--- config.mk ---
export PLATFORM = sky130hd
export DESIGN_NAME = fetch_controller
export DESIGN_NICKNAME = d
export VERILOG_FILES = /design/src/rtl/fetch_pkg.sv /design/src/rtl/fetch_fifo.sv /design/src/rtl/fetch_controller.sv
export SDC_FILE = /design/constraint.sdc
export NUM_CORES = 1
export LEC_CHECK = 0
export ABC_AREA = 1
export BUFFER_PORTS_ARGS = -buffer_cell sky130_fd_sc_hd__buf_2
export CORE_ASPECT_RATIO = 1.4
export CORE_MARGIN = 2
export CORE_UTILIZATION = 63
export CTS_CLUSTER_SIZE = 12
export DETAILED_ROUTE_END_ITERATION = 12
export GPL_ROUTABILITY_DRIVEN = 0
export PLACE_DENSITY = 0.91
export SLEW_MARGIN = 5
export SYNTH_ARGS = -nofsm -noshare
export SYNTH_HDL_FRONTEND = slang
export SYNTH_HIERARCHICAL = 1
export SYNTH_SLANG_ARGS = --single-unit
--- constraint.sdc ---
create_clock -name clk -period 10.45 [get_ports clk]
set_input_delay 0.5225 -clock clk [delete_from_list [all_inputs] [get_ports clk]]
set_output_delay 0.5225 -clock clk [all_outputs]
set_load 0.01 [all_outputs]
--- src/rtl/fetch_pkg.sv ---
// Shared definitions for the instruction fetch front end.
package fetch_pkg;

  // Bytes per instruction word; the PC advances by this amount per issue.
  localparam int unsigned INSTR_BYTES = 4;

  // Canonical NOP (addi x0, x0, 0), injected by IF/ID when it has nothing valid.
  localparam logic [31:0] NOP = 32'h0000_0013;

  // Fetch sequencer states.
  typedef logic [1:0] fetch_state_t;
  localparam fetch_state_t BOOT  = 2'd0;
  localparam fetch_state_t RUN   = 2'd1;
  localparam fetch_state_t FLUSH = 2'd2;

endpackage

--- src/rtl/fetch_fifo.sv ---
// Prefetch FIFO: DEPTH entries of {instr, pc}, synchronous push/pop/flush.
// Flush empties the queue but leaves storage untouched; the head output is
// only meaningful while valid is high.
module fetch_fifo #(
  parameter int unsigned      DEPTH      = 4,
  parameter int unsigned      WIDTH      = 42,
  parameter logic [WIDTH-1:0] RESET_WORD = '0
) (
  input  logic                     clk,
  input  logic                     rst_n,
  input  logic                     push,
  input  logic [WIDTH-1:0]         wdata,
  input  logic                     pop,
  input  logic                     flush,
  output logic                     valid,
  output logic [WIDTH-1:0]         head,
  output logic [$clog2(DEPTH):0]   count
);

  localparam int unsigned PTR_W = $clog2(DEPTH);
  localparam logic [PTR_W:0]   FULL    = (PTR_W + 1)'(DEPTH);
  localparam logic [PTR_W-1:0] PTR_ONE = PTR_W'(1);
  localparam logic [PTR_W:0]   CNT_ONE = (PTR_W + 1)'(1);

  logic [WIDTH-1:0] mem_q [DEPTH];
  logic [PTR_W-1:0] wr_ptr_q, rd_ptr_q;
  logic [PTR_W:0]   count_q;
  logic             do_push, do_pop;

  // A push into a full queue is accepted only when a pop frees a slot.
  assign do_pop  = pop && (count_q != '0);
  assign do_push = push && ((count_q != FULL) || do_pop);

  // Pointer and occupancy bookkeeping; pointers wrap naturally (DEPTH is 2^n).
  always_ff @(posedge clk) begin
    if (!rst_n) begin
      wr_ptr_q <= '0;
      rd_ptr_q <= '0;
      count_q  <= '0;
    end else if (flush) begin
      wr_ptr_q <= rd_ptr_q;
      count_q  <= '0;
    end else begin
      if (do_push) wr_ptr_q <= wr_ptr_q + PTR_ONE;
      if (do_pop)  rd_ptr_q <= rd_ptr_q + PTR_ONE;
      case ({do_push, do_pop})
        2'b10:   count_q <= count_q + CNT_ONE;
        2'b01:   count_q <= count_q - CNT_ONE;
        default: count_q <= count_q;
      endcase
    end
  end

  // Entry storage; cleared on reset so the head shows the reset word.
  always_ff @(posedge clk) begin
    if (!rst_n) begin
      for (int unsigned i = 0; i < DEPTH; i++) mem_q[i] <= RESET_WORD;
    end else if (do_push && !flush) begin
      mem_q[wr_ptr_q] <= wdata;
    end
  end

  assign valid = (count_q != '0);
  assign head  = mem_q[rd_ptr_q];
  assign count = count_q;

endmodule

--- src/rtl/fetch_controller.sv ---
// IF-stage fetch sequencer: issues word-aligned reads to a 1-cycle-latency
// instruction memory, buffers {instr, pc} in a prefetch FIFO and presents the
// head to IF/ID over valid/ready. A redirect flushes buffered and in-flight work.
module fetch_controller
  import fetch_pkg::*;
#(
  parameter int unsigned       ADDR_W   = 10,
  parameter int unsigned       DATA_W   = 32,
  parameter int unsigned       DEPTH    = 4,
  parameter logic [ADDR_W-1:0] RESET_PC = '0
) (
  input  logic              clk,
  input  logic              rst_n,
  input  logic              fetch_en,
  output logic              imem_req,
  output logic [ADDR_W-1:0] imem_addr,
  input  logic [DATA_W-1:0] imem_rdata,
  input  logic              redirect,
  input  logic [ADDR_W-1:0] redirect_pc,
  output logic              if_valid,
  output logic [DATA_W-1:0] if_instr,
  output logic [ADDR_W-1:0] if_pc,
  input  logic              if_ready
);

  localparam int unsigned       CNT_W   = $clog2(DEPTH) + 1;
  localparam logic [CNT_W-1:0]  DEPTH_C = CNT_W'(DEPTH);
  localparam logic [ADDR_W-1:0] PC_STEP = ADDR_W'(INSTR_BYTES);

  fetch_state_t      state_q, state_d;
  logic [ADDR_W-1:0] pc_q, pc_d;
  logic [ADDR_W-1:0] inflight_pc_q;
  logic              inflight_q;
  logic              kill_q;
  logic [CNT_W-1:0]  occupancy;
  logic              credit;
  logic              push, pop;
  logic              fifo_valid;
  logic [DATA_W+ADDR_W-1:0] head;

  // Credit uses registered counts only, so a same-cycle pop never frees a slot
  // for an issue in that cycle.
  assign credit   = (occupancy + CNT_W'(inflight_q)) < DEPTH_C;
  assign imem_req = (state_q == RUN) && fetch_en && !redirect && credit;
  assign imem_addr = pc_q;

  // Responses landing during a redirect (or flagged killed) are dropped.
  assign push = inflight_q && !kill_q && !redirect;
  assign pop  = fifo_valid && if_ready && !redirect;

  // Next-state: redirect overrides everything and always lands in FLUSH.
  always_comb begin
    state_d = state_q;
    if (redirect) begin
      state_d = FLUSH;
    end else begin
      case (state_q)
        BOOT:    state_d = RUN;
        RUN:     state_d = RUN;
        FLUSH:   state_d = RUN;
        default: state_d = BOOT;
      endcase
    end
  end

  // Next PC: redirect target (word aligned) or sequential advance on issue.
  always_comb begin
    pc_d = pc_q;
    if (redirect) begin
      pc_d = {redirect_pc[ADDR_W-1:2], 2'b00};
    end else if (imem_req) begin
      pc_d = pc_q + PC_STEP;
    end
  end

  // Sequencer state, PC and single-entry in-flight tracking.
  always_ff @(posedge clk) begin
    if (!rst_n) begin
      state_q       <= BOOT;
      pc_q          <= RESET_PC;
      inflight_q    <= 1'b0;
      inflight_pc_q <= RESET_PC;
      kill_q        <= 1'b0;
    end else begin
      state_q    <= state_d;
      pc_q       <= pc_d;
      inflight_q <= imem_req;
      if (imem_req) inflight_pc_q <= pc_q;
      kill_q     <= redirect;
    end
  end

  fetch_fifo #(
    .DEPTH      (DEPTH),
    .WIDTH      (DATA_W + ADDR_W),
    .RESET_WORD ({{DATA_W{1'b0}}, RESET_PC})
  ) u_fifo (
    .clk   (clk),
    .rst_n (rst_n),
    .push  (push),
    .wdata ({imem_rdata, inflight_pc_q}),
    .pop   (pop),
    .flush (redirect),
    .valid (fifo_valid),
    .head  (head),
    .count (occupancy)
  );

  assign if_valid = fifo_valid;
  assign if_instr = head[DATA_W+ADDR_W-1:ADDR_W];
  assign if_pc    = head[ADDR_W-1:0];

endmodule

; Word level (Yosys, flattened, before mapping)
; Memory sizes are Yosys's and may differ from the RTL's. A register that Yosys moved wholly into a read port is not among the register bits.
; Cells that the tools add are included.
[totals]
regBits = 31
latchBits = 0
ramBits = 168
romBits = 0
in_bits = 47
output_inout_bits = 54
wordCells = 63
memories = 1
[memory_table]
columns = memory, words, width, rd, rd_ports_with_merged_regs, write_ports, line
row1 = u_fifo.mem_q, 4, 42, 1, 1, 4, fetch_fifo.sv:25  ; logic [WIDTH-1:0] mem_q [DEPTH];
[op_classes]
add_sub_neg = 6
n_mul = 0
div = 0
n_lt_le_gt_ge = 1
n_eq_ne = 5
n_shift = 0
muxes = 16
bitwise = 2
reduce_logical = 22
[op_table]
columns = op, n
row1 = 2-to-1 mux 42 bit, 1
row2 = OR reduction 42 bit, 1
row3 = 2-to-1 mux 10 bit, 2
row4 = 2-to-1 mux 2 bit, 6
row5 = "adder 10 x 3 -> 10 bit, second input constant", 1
row6 = logical AND 1 bit, 10
row7 = 2-to-1 mux 1 bit, 6
row8 = case mux 3 bit (2 select lines), 1
row9 = nonzero test 2 bit, 3
row10 = "adder 2 x 1 -> 2 bit, second input constant", 2
row11 = "equality test 2 x 1 -> 1 bit, second input constant", 2
row12 = "equality test 2 bit, second input constant", 2
row13 = adder 3 x 1 -> 3 bit, 1
row14 = "adder 3 x 1 -> 3 bit, second input constant", 1
row15 = "less-than comparator 3 bit, second input constant", 1
row16 = "inequality test 3 bit, second input constant", 1
row17 = nonzero test 3 bit, 1
row18 = OR reduction 3 bit, 1
row19 = "subtractor 3 x 1 -> 3 bit, second input constant", 1
row20 = zero test 1 bit, 2
row21 = zero test 2 bit, 1
row22 = inverter 1 bit, 2
row23 = AND reduction 2 bit, 1
row24 = OR reduction 2 bit, 1
row25 = logical OR 1 bit, 1

; Longest topological paths before layout
; Gate-level depths: netlist of run 1.
[depth]
depth_word = 12
depth_mapped = 13
depth_no_buf = 13

; Cells and area by module
; Netlist of run 1, hierarchy kept.
[modules_own_cells]
columns = module, n_inst, cells_per_inst, area_per_inst_um2, seq_area_each_um2
row1 = fetch_fifo, 1, 743, 7678.6, 5225.0
row2 = fetch_controller, 1, 138, 988.4, 380.4

; Worst setup path before layout of run 1
; Ideal clock, no wire load.
[synth_path]
path_type = in2reg
from = input redirect
to = memory u_fifo.mem_q[3][0], enable pin
setup_time_ns = 0.505
t_arrival_ns = 4.265
required_ns = 9.945
setup_slack_ns = 5.680
cell_stages = 4
path_buffers = 1
cell_sequence = buf_6 nor2_1 nand3_4 o31ai_1
[synth_lines]
columns = element, line
row1 = "start, declared", fetch_controller.sv:18  ; input logic redirect,
row2 = "end, declared", fetch_fifo.sv:25

==> impl_metrics.json, run 1 <==
{
  "drt_pass1_iterations": 5,
  "cts_num_sinks": 196,
  "boundaryPins": 101,
  "ctsHtreeMaxLevel": 4,
  "floorplan.initialDensity_pct": 64.7,
  "power-per-cell-area_nw_per_um2": 160,
  "post_cts_resize_count": 0,
  "critPathRequiredTime_ps": 10490,
  "yosys_most_used_dff": "edfxtp_1",
  "syn-instance-count": 881,
  "drt_iter0_markers": 649,
  "timing.critical_path.from_type": "register",
  "floorplan.die.height_um": 143,
  "detailroute.via_count": 6492,
  "grt_setup_unrepaired": "no",
  "dpl.hpwl_um": 10100,
  "finish.utilization_pct": 73.3,
  "hold_crit_class": "in -> reg",
  "antenna_found_initial": 1,
  "yosys_warnings": 6,
  "cts_max_path_buffers": 2,
  "worstSetupEndpointType": "register",
  "layout.nets": 1009,
  "die_outline_area_um2": 14700,
  "route.detailed.drc": 0,
  "ctsHoldBuffers": 0,
  "root_buffer": "clkbuf_16",
  "postRouteAntennaNets": 0,
  "average_via_count_per_standard_cell": 5.62,
  "status": "completed",
  "finalCriticalPeriod_ps": 4510,
  "cts_inserted_buffers": 17,
  "critical_path_class": "reg -> reg",
  "synth.ff_latch_count": 196,
  "slew_violations": 0,
  "relative_slew_margins_pct": 21.6,
  "via_count_of_the_first_global_routing_pass": 6388,
  "placed_cells_incl_taps": 1123,
  "instances_no_fill": 1156,
  "cts_tree": "done",
  "final_min_period_over_clock_period_pct": 43.2,
  "worst-slew-pin-transition_ps": 1170,
  "floorplan.rows": 50,
  "drt-wirelength-per-cell_um": 16.4,
  "cap_viol_max_count": 0,
  "grt_start_max_net_pins": 86,
  "globalRouteTotalUtil_pct": 27.0,
  "yosysUniqueCellTypes": 30,
  "core_area_um2": 13400,
  "proportion_of_layout_cells_with_a_drive_suffix_above_1_pct": 16.1,
  "clkTransAtPathRegs_ps": 70,
  "synthArstFlopShare_pct": 0,
  "yosysSeqAreaShare_pct": 64.7,
  "die_w_um": 103,
  "clock.fmax_mhz": 222,
  "synth-edff-count": 168,
  "setup_violations": 0,
  "vdd.ir_drop.worst_v": 0.000126,
  "setup-tns-final_ps": 0,
  "syn_avg_cell_area_um2": 9.84,
  "post_cts_buffers": 0,
  "numPortBuffers": 96,
  "p_leak_uw": 0.00422,
  "grt_first_pass_wirelength_um": 29900,
  "areaGrowthSynthToFinish_pct": 13.3,
  "final_hold_viol_count": 0,
  "synthesis.area_um2": 8670,
  "grt-ovfl-total": 0,
  "critical_path_arrival_ps": 4550,
  "clk_latency_ps": 430,
  "critical_path_peak_fanout": 44,
  "clock-skew-final_ps": 5.63,
  "drt_total_wl_um": 19000
}
==> worst max-delay path, stage by stage, from the launching register on <==
cell	delay, ps
dfxtp_1	420
inv_1	120
nand2_1	120
nand2_1	60
nor2_1	120
inv_1	80
nand3_2	110
nand3_4	140
nor2_8	590
nand3_2	1000
nand2_2	1280
==> placed cells by master, fill, tap and decap left out, drive strengths merged <==
cell type and instances:
o22ai 42, o21a 1, inv 111, ha 1, clkbuf 17, clkinvlp 3, diode 1, nand3 26
buf 103, o31ai 1, bufinv 1, nand4 5, nor2 231, o21ai 97, conb 6, fa 1
nand2 108, edfxtp 168, dfxtp 28, a21oi 14, clkinv 7, xnor2 1, a21boi 1
==> cells by family after synthesis <==
family | synth area share, %
and+or+nand+nor | 17.7
xor gates and xnor gates | 0.101
buffers and inverters | 7.39
adders and majority gates | 0.375
DFF | 64.7
other | 0.0433
AOI/OAI and AO/OA | 9.70
==> worst paths after layout <==
check	startpoint	to	slack [ps]	cells after the start
worst max register to register	u_fifo/count[2]	u_fifo/mem_q[0][41]	5940	10
worst min-delay path	redirect_pc[2]	imem_addr[2]	300	3
worst max-delay path	u_fifo/count[2]	u_fifo/mem_q[0][41]	5940	10
worst min register to register	state_q[0]	state_q[0]	450	1
==> synth_stat cells (2+ instances only) <==
| cell type | number | area share (%) |
|---|---|---|
| edfxtp_1 | 168 | 58 |
| inv_2 | 2 | 0.087 |
| buf_2 | 16 | 0.92 |
| o22ai_1 | 42 | 3.0 |
| nand2_1 | 104 | 4.5 |
| nor2_1 | 226 | 9.8 |
| nand2_4 | 2 | 0.26 |
| dfxtp_1 | 28 | 6.5 |
| nor2_8 | 3 | 0.69 |
| nand3_2 | 3 | 0.35 |
| nand2_2 | 2 | 0.14 |
| a21oi_1 | 14 | 0.81 |
| nor2_2 | 2 | 0.14 |
| buf_4 | 5 | 0.43 |
| buf_6 | 2 | 0.26 |
| nand3_1 | 22 | 1.3 |
| o21ai_0 | 97 | 5.6 |
| clkbuf_1 | 25 | 1.1 |
| nand4_1 | 5 | 0.36 |
| inv_1 | 103 | 4.5 |
==> where the power goes <==
group / internal (uW) / switching (uW)
clock: 335 / 292
sequential: 872 / 9.64
combinational: 20.7 / 46.6
==> flip-flops by register name, summed over array words and instances (netlist names), named ones only <==
| name | flops |
|---|---|
| inflight_pc_q | 8 |
| u_fifo/count | 3 |
| inflight_q | 1 |
| u_fifo/rd_ptr_q | 2 |
| u_fifo/wr_ptr_q | 2 |
| u_fifo/mem_q | 168 |
| imem_addr | 8 |
| state_q | 2 |
==> per-layer routing <==
metal  global-route usage [%]  part of all wire, %  routed length, um  vias up
li1                         -                    -                  -     3084
met1                     30.5                   35               6640     3031
met2                     47.5                   54              10200      321
met3                     5.58                  8.1               1530       56
met4                     13.9                  3.0                560        0
met5                        0                    0                  0        -
==> cell type report <==
class | instances | area [um^2]
Inverter | 107 | 407
Fill cell | 903 | 3570
Sequential cell | 196 | 5610
Timing Repair Buffer | 103 | 533
Clock buffer | 17 | 425
Multi-Input combinational cell | 535 | 2470
Tap cell | 182 | 228
Clock inverter | 15 | 148
Antenna cell | 1 | 2.50
==> per-stage QoR <==
stage,setup slack [ps],hold WS (ps),instance area [um^2],total power (uW)
2_1_floorplan,5680,416,8690,934
3_3_place_gp,5850,430,9240,963
3_5_place_dp,5860,444,9240,965
4_1_cts,5980,287,9820,1580
5_1_grt,5620,297,9820,1620
6_report,5940,296,9820,1580
No activity file was read; power rests on OpenSTA's default activity.
==> run 2, diff against run 1 <==
--- a/config.mk
+++ b/config.mk
@@ -5,15 +5,15 @@
 export SDC_FILE = /design/constraint.sdc
 export NUM_CORES = 1
 export LEC_CHECK = 0
-export ABC_AREA = 1
+export ABC_AREA = 0
 export BUFFER_PORTS_ARGS = -buffer_cell sky130_fd_sc_hd__buf_2
 export CORE_ASPECT_RATIO = 1.4
 export CORE_MARGIN = 2
-export CORE_UTILIZATION = 63
+export CORE_UTILIZATION = 53
 export CTS_CLUSTER_SIZE = 12
 export DETAILED_ROUTE_END_ITERATION = 12
 export GPL_ROUTABILITY_DRIVEN = 0
-export PLACE_DENSITY = 0.91
+export PLACE_DENSITY = 0.82
 export SLEW_MARGIN = 5
 export SYNTH_ARGS = -nofsm -noshare
 export SYNTH_HDL_FRONTEND = slang
==> constraint.sdc (replaced) <==
create_clock -name clk -period 3.6 [get_ports clk]
set_input_delay 0.18 -clock clk [delete_from_list [all_inputs] [get_ports clk]]
set_output_delay 0.18 -clock clk [all_outputs]
set_load 0.01 [all_outputs]
==> run 2 against run 1 <==
Compared with the run above:
- clock power grew to 3.0 times the previous value
- wire length fell by 10%
- clock skew increased by 7.0 ps
- synthesized cell count decreased by 35%
- cell count is 23% lower
- core utilization shrank 11 points
- non-clock buffer count up 10
- first-iteration DRC count shrank 51%
- count of clock-buffer cells in the layout is the same
- largest power group unchanged
==> impl_metrics.json, run 2 <==
{
  "cpPeakStageDelay_ps": 930,
  "power_report.internal_total_uw": 3630,
  "switching_power_uw": 962,
  "root_buffer": "clkbuf_16",
  "r2r_slack_ps": 520,
  "synthesis.area_um2": 8680,
  "worst_setup_path_endpoint": "u_fifo/mem_q[0][12]",
  "synth.ff_latch_count": 196,
  "timing.critical_path.slowest_stage_cell": "o31ai_4",
  "r2r_end": "u_fifo/mem_q[0][12]",
  "slew_violations": 0,
  "cap_viol_max_count": 0,
  "seqPwrFrac_pct": 55.5,
  "path_depth": 6,
  "placed_cells_incl_taps": 854,
  "clkTransAtPathRegs_ps": 70,
  "proportion_of_layout_cells_with_a_drive_suffix_above_1_pct": 29.7,
  "comb_power_share_pct": 4.0,
  "setup_violations": 0,
  "yosys_most_used_dff": "edfxtp_1",
  "cts_inserted_buffers": 17,
  "via_count_of_the_first_global_routing_pass": 5439,
  "areaGrowthSynthToFinish_pct": 16.1,
  "hold_crit_class": "in -> reg",
  "vdd.ir_drop.worst_v": 0.000318,
  "critical_path_peak_fanout": 24,
  "status": "completed",
  "relative_slew_margins_pct": 24.3,
  "post_cts_resize_count": 0,
  "grt_first_pass_wirelength_um": 27400,
  "synthDominantCellAreaShare_pct": 58.1,
  "grt-ovfl-total": 0,
  "fin_area_um2": 10100,
  "die_w_um": 112,
  "largest-register": "u_fifo/mem_q",
  "dpl.hpwl_um": 10800,
  "final_min_period_over_clock_period_pct": 85.6,
  "antenna_found_initial": 0,
  "post_cts_buffers": 0,
  "critPathRequiredTime_ps": 3680,
  "placed_area_um2": 9480,
  "yosysUniqueCellTypes": 53,
  "yosys-top-cells-area": "edfxtp_1 (58%), and2_1 (12%), mux4_2 (11%)",
  "synth-edff-count": 168,
  "drt_total_wl_um": 17000,
  "syn-instance-count": 571,
  "average_via_count_per_standard_cell": 5.64,
  "worstPathCellList": "or3_1 > and3_1 > or4b_1 > nand3_1 > o31ai_4 > buf_4",
  "drt_iter0_markers": 320,
  "critical_path_arrival_ps": 3170,
  "most_common_cell_in_the_netlist": "and2_1",
  "timing.critical_path.max_delay_family": "compound AO/OA/AOI/OAI gates",
  "final_cell_mix": "and2_1 (169), edfxtp_1 (168), buf_2 (96)",
  "regToRegStartpoint": "u_fifo/count[2]",
  "drt-wirelength-per-cell_um": 19.2,
  "clock-skew-final_ps": 12.7,
  "globalRouteTotalUtil_pct": 20.5,
  "finalCriticalPeriod_ps": 3080,
  "power.switching_fraction_pct": 20.9,
  "total_area_of_multi_input_combinational_cells_um2": 2990,
  "drt_pass1_iterations": 5,
  "postRouteAntennaNets": 0,
  "core_area_um2": 16100,
  "worst-slew-pin-transition_ps": 1140,
  "grt_setup_unrepaired": "no",
  "layout.nets": 724,
  "timing.critical_path.from_type": "register",
  "syn_avg_cell_area_um2": 15.2,
  "totalPowerFinal_uw": 4600,
  "detailroute.via_count": 5006,
  "number_of_flip_flops_in_the_largest_register": 168,
  "floorplan.initialDensity_pct": 53.9,
  "floorplan.die.height_um": 155,
  "post_synth_most_frequent_cells": "and2_1 (169), edfxtp_1 (168), mux4_2 (42), dfxtp_1 (28), clkbuf_1 (22)",
  "worst-path-buf-inv": 1,
  "clock.fmax_mhz": 325,
  "power.clock.fraction_pct": 40.5,
  "ctsHtreeMaxLevel": 4,
  "yosys_warnings": 6,
  "p_leak_uw": 0.00386,
  "cts_max_path_buffers": 2,
  "numPortBuffers": 96,
  "floorplan.rows": 55,
  "critical_path_class": "reg -> reg",
  "power-per-cell-area_nw_per_um2": 456,
  "clk_latency_ps": 420,
  "grt_start_max_net_pins": 43,
  "synthArstFlopShare_pct": 0,
  "cts_num_sinks": 196,
  "cts_tree": "done",
  "yosysSeqAreaShare_pct": 64.6,
  "n_antenna_cell": 0,
  "finalHoldWorstSlack_ps": 18.9,
  "worst_slack_at_placement_ps": 488,
  "die_outline_area_um2": 17400,
  "instances_no_fill": 887,
  "layout.cells.most_common": "and2_1",
  "boundaryPins": 101,
  "final_hold_viol_count": 0,
  "worstSetupEndpointType": "register",
  "fin_ws_ps": 519,
  "worstRegToRegCells": 6,
  "crit_path_start": "u_fifo/count[2]",
  "storage_element_area_um2": 5610,
  "route.detailed.drc": 0,
  "synthDominantAreaCellType": "edfxtp_1",
  "fillerInstances": 1185
}
[run 2: kinds of logic (layout without fill, tap and decap cells)]
logic type,after synthesis,after routing,share of synthesized area [%]
fa+ha+maj,2,2,0.375
compound gates,41,41,3.60
simple gates,229,229,16.5
other cells,1,10,0.0432
flops,196,196,64.6
buf+inv,45,153,2.29
xor+xnor,5,5,0.505
mux,52,52,12.1
[run 2: worst reg2reg max path: cells and delay by family, from the launching register on]
| family | cells | cell delay (ps) |
|---|---|---|
| and+or+nand+nor | 4 | 750 |
| buffers and inverters | 1 | 510 |
| DFF | 1 | 540 |
| AOI/OAI and AO/OA | 1 | 930 |
[run 2: power by group through the flow]
stage               combinational [uW]  clock [uW]  sequential [uW]
finish                             183        1860             2550
global route                       200        1980             2560
CTS                                186        1890             2550
detailed placement                 184           0             2600
global placement                   179           0             2600
floorplan                         93.4           0             2600
[run 2: final cells by class]
| class | instances | share of cell area (%) |
|---|---|---|
| multi-input cells | 339 | 29.6 |
| inverters | 8 | 0.298 |
| well taps | 199 | 2.47 |
| clock buffers | 17 | 4.22 |
| flip-flops and latches | 196 | 55.7 |
| repair buffers | 113 | 6.06 |
| clock inverters | 15 | 1.63 |
[run 2: what timing repair did]
| action | CTS | global route |
|---|---|---|
| hold buffers | 1 | 0 |
| endpoints found under the hold margin | 1 | 0 |
| endpoints found under the setup margin | 0 | 0 |
[run 2: worst min path at each step]
stage | startpoint | end | slack (ps) | cells after the start
after floorplan | rst_n | imem_addr[2] | 320 | 2
after global placement | redirect_pc[3] | imem_addr[3] | 440 | 3
after detailed placement | redirect_pc[3] | imem_addr[3] | 440 | 3
after CTS | redirect_pc[7] | imem_addr[7] | 3 | 3
after global routing | redirect_pc[6] | imem_addr[6] | 30 | 3
final | redirect_pc[6] | imem_addr[6] | 20 | 3
[run 2: routing by layer]
layer / wire [um] / GRT usage (%) / vias up
met4: 400 / 8.77 / 0
met2: 9550 / 38.4 / 161
li1: - / - / 2311
met5: 0 / 0 / -
met1: 6320 / 22.3 / 2506
met3: 741 / 4.05 / 28
[run 2: per-stage QoR]
| step | util (%) | TNS [ps] |
|---|---|---|
| 6_report | 62.6 | 0 |
| 3_5_place_dp | 58.9 | 0 |
| 2_1_floorplan | - | -701 |
| 4_1_cts | 62.6 | 0 |
| 3_3_place_gp | 58.9 | 0 |
| 5_1_grt | 62.6 | 0 |
==> run 3, diff against run 2 <==
--- a/config.mk
+++ b/config.mk
@@ -7,9 +7,11 @@
 export LEC_CHECK = 0
 export ABC_AREA = 0
 export BUFFER_PORTS_ARGS = -buffer_cell sky130_fd_sc_hd__buf_2
-export CORE_ASPECT_RATIO = 1.4
+export CELL_PAD_IN_SITES_DETAIL_PLACEMENT = 0
+export CELL_PAD_IN_SITES_GLOBAL_PLACEMENT = 1
+export CORE_ASPECT_RATIO = 1.2
 export CORE_MARGIN = 2
-export CORE_UTILIZATION = 53
+export CORE_UTILIZATION = 44
 export CTS_CLUSTER_SIZE = 12
 export DETAILED_ROUTE_END_ITERATION = 12
 export GPL_ROUTABILITY_DRIVEN = 0
==> run 3 against run 2 <==
Compared with the run above:
- core utilization decreased by 10 points
- clock skew down 5.0 ps
- non-clock buffer count grew 2
- sequential share of layout area decreased by 0.50 points
- critical path depth is the same
- fmax down 2.2%
- die area increased by 20%
- flip-flop and latch count unchanged
- global-route usage shrank 3.3 points
- register-to-register slack lost 70 ps
- via count down 1.2%
- largest power group unchanged
- first-iteration DRC count shrank 7.5%
==> impl_metrics.json, run 3 (same netlist as run 2, synthesis figures left out) <==
{
  "seqPwrFrac_pct": 55.5,
  "postRouteAntennaNets": 0,
  "globalRouteTotalUtil_pct": 17.2,
  "grt_setup_unrepaired": "no",
  "largest-register": "u_fifo/mem_q",
  "relative_slew_margins_pct": 33.3,
  "layout.nets": 726,
  "setup_violations": 0,
  "critical_path_arrival_ps": 3250,
  "post_cts_resize_count": 0,
  "worst_slack_at_placement_ps": 443,
  "ctsHoldBuffers": 2,
  "via_count_of_the_first_global_routing_pass": 5076,
  "power_report.internal_total_uw": 3620,
  "finalHoldWorstSlack_ps": 12.5,
  "dpl.hpwl_um": 10500,
  "cts_tree": "done",
  "worst-slew-pin-transition_ps": 997,
  "final_hold_viol_count": 0,
  "fin_ws_ps": 451,
  "number_of_flip_flops_in_the_largest_register": 168,
  "timing.critical_path.max_delay_family": "simple AND/OR/NAND/NOR gates",
  "cts_inserted_buffers": 17,
  "post_cts_buffers": 0,
  "finalCriticalPeriod_ps": 3150,
  "clock-skew-final_ps": 7.68,
  "clkTransAtPathRegs_ps": 70,
  "cpPeakStageDelay_ps": 700,
  "setup-tns-final_ps": 0,
  "drt-wirelength-per-cell_um": 18.3,
  "timing.critical_path.slowest_stage_cell": "o31ai_4",
  "grt-ovfl-total": 0,
  "finish.utilization_pct": 52.2,
  "detailroute.via_count": 4944,
  "worstSetupEndpointType": "register",
  "antenna_found_initial": 1,
  "floorplan.rows": 56,
  "timing.critical_path.from_type": "register",
  "average_via_count_per_standard_cell": 5.19,
  "final_min_period_over_clock_period_pct": 87.5,
  "switching_power_uw": 976,
  "layout.cells.most_common": "and2_1",
  "worstPathCellList": "or3_1 > and3_1 > or4b_1 > nand3_1 > o31ai_4 > buf_4",
  "comb_power_share_pct": 4.0,
  "clock.fmax_mhz": 318,
  "worst-path-buf-inv": 1,
  "grt_first_pass_wirelength_um": 26900,
  "critical_path_class": "reg -> reg",
  "hold_crit_class": "in -> reg",
  "power.clock.fraction_pct": 40.5,
  "die_outline_area_um2": 20900,
  "slew_violations": 0,
  "numPortBuffers": 96,
  "drt_iter0_markers": 296,
  "status": "completed",
  "proportion_of_layout_cells_with_a_drive_suffix_above_1_pct": 29.7,
  "cts_max_path_buffers": 2,
  "die_w_um": 132,
  "vdd.ir_drop.worst_v": 0.000315,
  "route.detailed.drc": 0,
  "cts_num_sinks": 196,
  "final_cell_mix": "and2_1 (169), edfxtp_1 (168), buf_2 (96)",
  "power-per-cell-area_nw_per_um2": 452,
  "floorplan.initialDensity_pct": 44.6,
  "p_leak_uw": 0.00386,
  "boundaryPins": 101,
  "cap_viol_max_count": 0,
  "areaGrowthSynthToFinish_pct": 17.1,
  "grt_start_max_net_pins": 43,
  "root_buffer": "clkbuf_16",
  "critPathRequiredTime_ps": 3700,
  "clk_latency_ps": 430,
  "power.switching_fraction_pct": 21.2,
  "ctsHtreeMaxLevel": 4,
  "critical_path_peak_fanout": 21,
  "floorplan.die.height_um": 158,
  "drt_pass1_iterations": 4,
  "drt_total_wl_um": 17400,
  "core_area_um2": 19500
}
[run 3: worst paths after layout]
path,start,to,slack (ps),cells after the start
min,redirect_pc[2],imem_addr[2],10,3
min reg2reg,u_fifo/rd_ptr_q[1],register,490,2
max,u_fifo/count[2],u_fifo/mem_q[0][28],450,6
max reg2reg,u_fifo/count[2],u_fifo/mem_q[0][28],450,6
[run 3: power by group through the flow]
stage	Sequential, uW	Clock (uW)	Combinational [uW]
3_5_place_dp	2600	0	185
2_1_floorplan	2600	0	93.4
4_1_cts	2550	1890	187
5_1_grt	2560	1990	202
6_report	2550	1860	184
3_3_place_gp	2600	0	182
[run 3: metal layers]
metal  vias up  global-route usage [%]  part of all wire [%]
met4         0                    6.61                   1.5
met2       117                    30.8                    53
li1       2327                       -                     -
met3        18                    3.65                   3.6
met5         -                       0                     0
met1      2482                    20.5                    42
[run 3: cell type report]
cell class | count | area [um^2]
inverter | 8 | 30.0
antenna | 1 | 2.50
sequential | 196 | 5610
fill | 1677 | 9310
timing repair buffer | 115 | 631
multi-input combinational | 339 | 2990
clock inverter | 15 | 155
tap | 261 | 327
clock buffer | 17 | 425
[run 3: per-stage QoR]
| stage | std cells | power [uW] | instance area [um^2] |
|---|---|---|---|
| after floorplan | 580 | 2690 | 8740 |
| after global placement | 916 | 2780 | 9550 |
| after detailed placement | 916 | 2790 | 9550 |
| after CTS | 950 | 4630 | 10200 |
| after global routing | 952 | 4740 | 10200 |
| final | 952 | 4600 | 10200 |
[run 3: worst reg2reg max path, delay by kind of cell, from the launching register on]
| kind | cells | cell delay [ps] |
|---|---|---|
| AO/OA/AOI/OAI | 1 | 700 |
| buffers and inverters | 1 | 450 |
| flip-flops | 1 | 550 |
| AND/OR/NAND/NOR | 4 | 1120 |
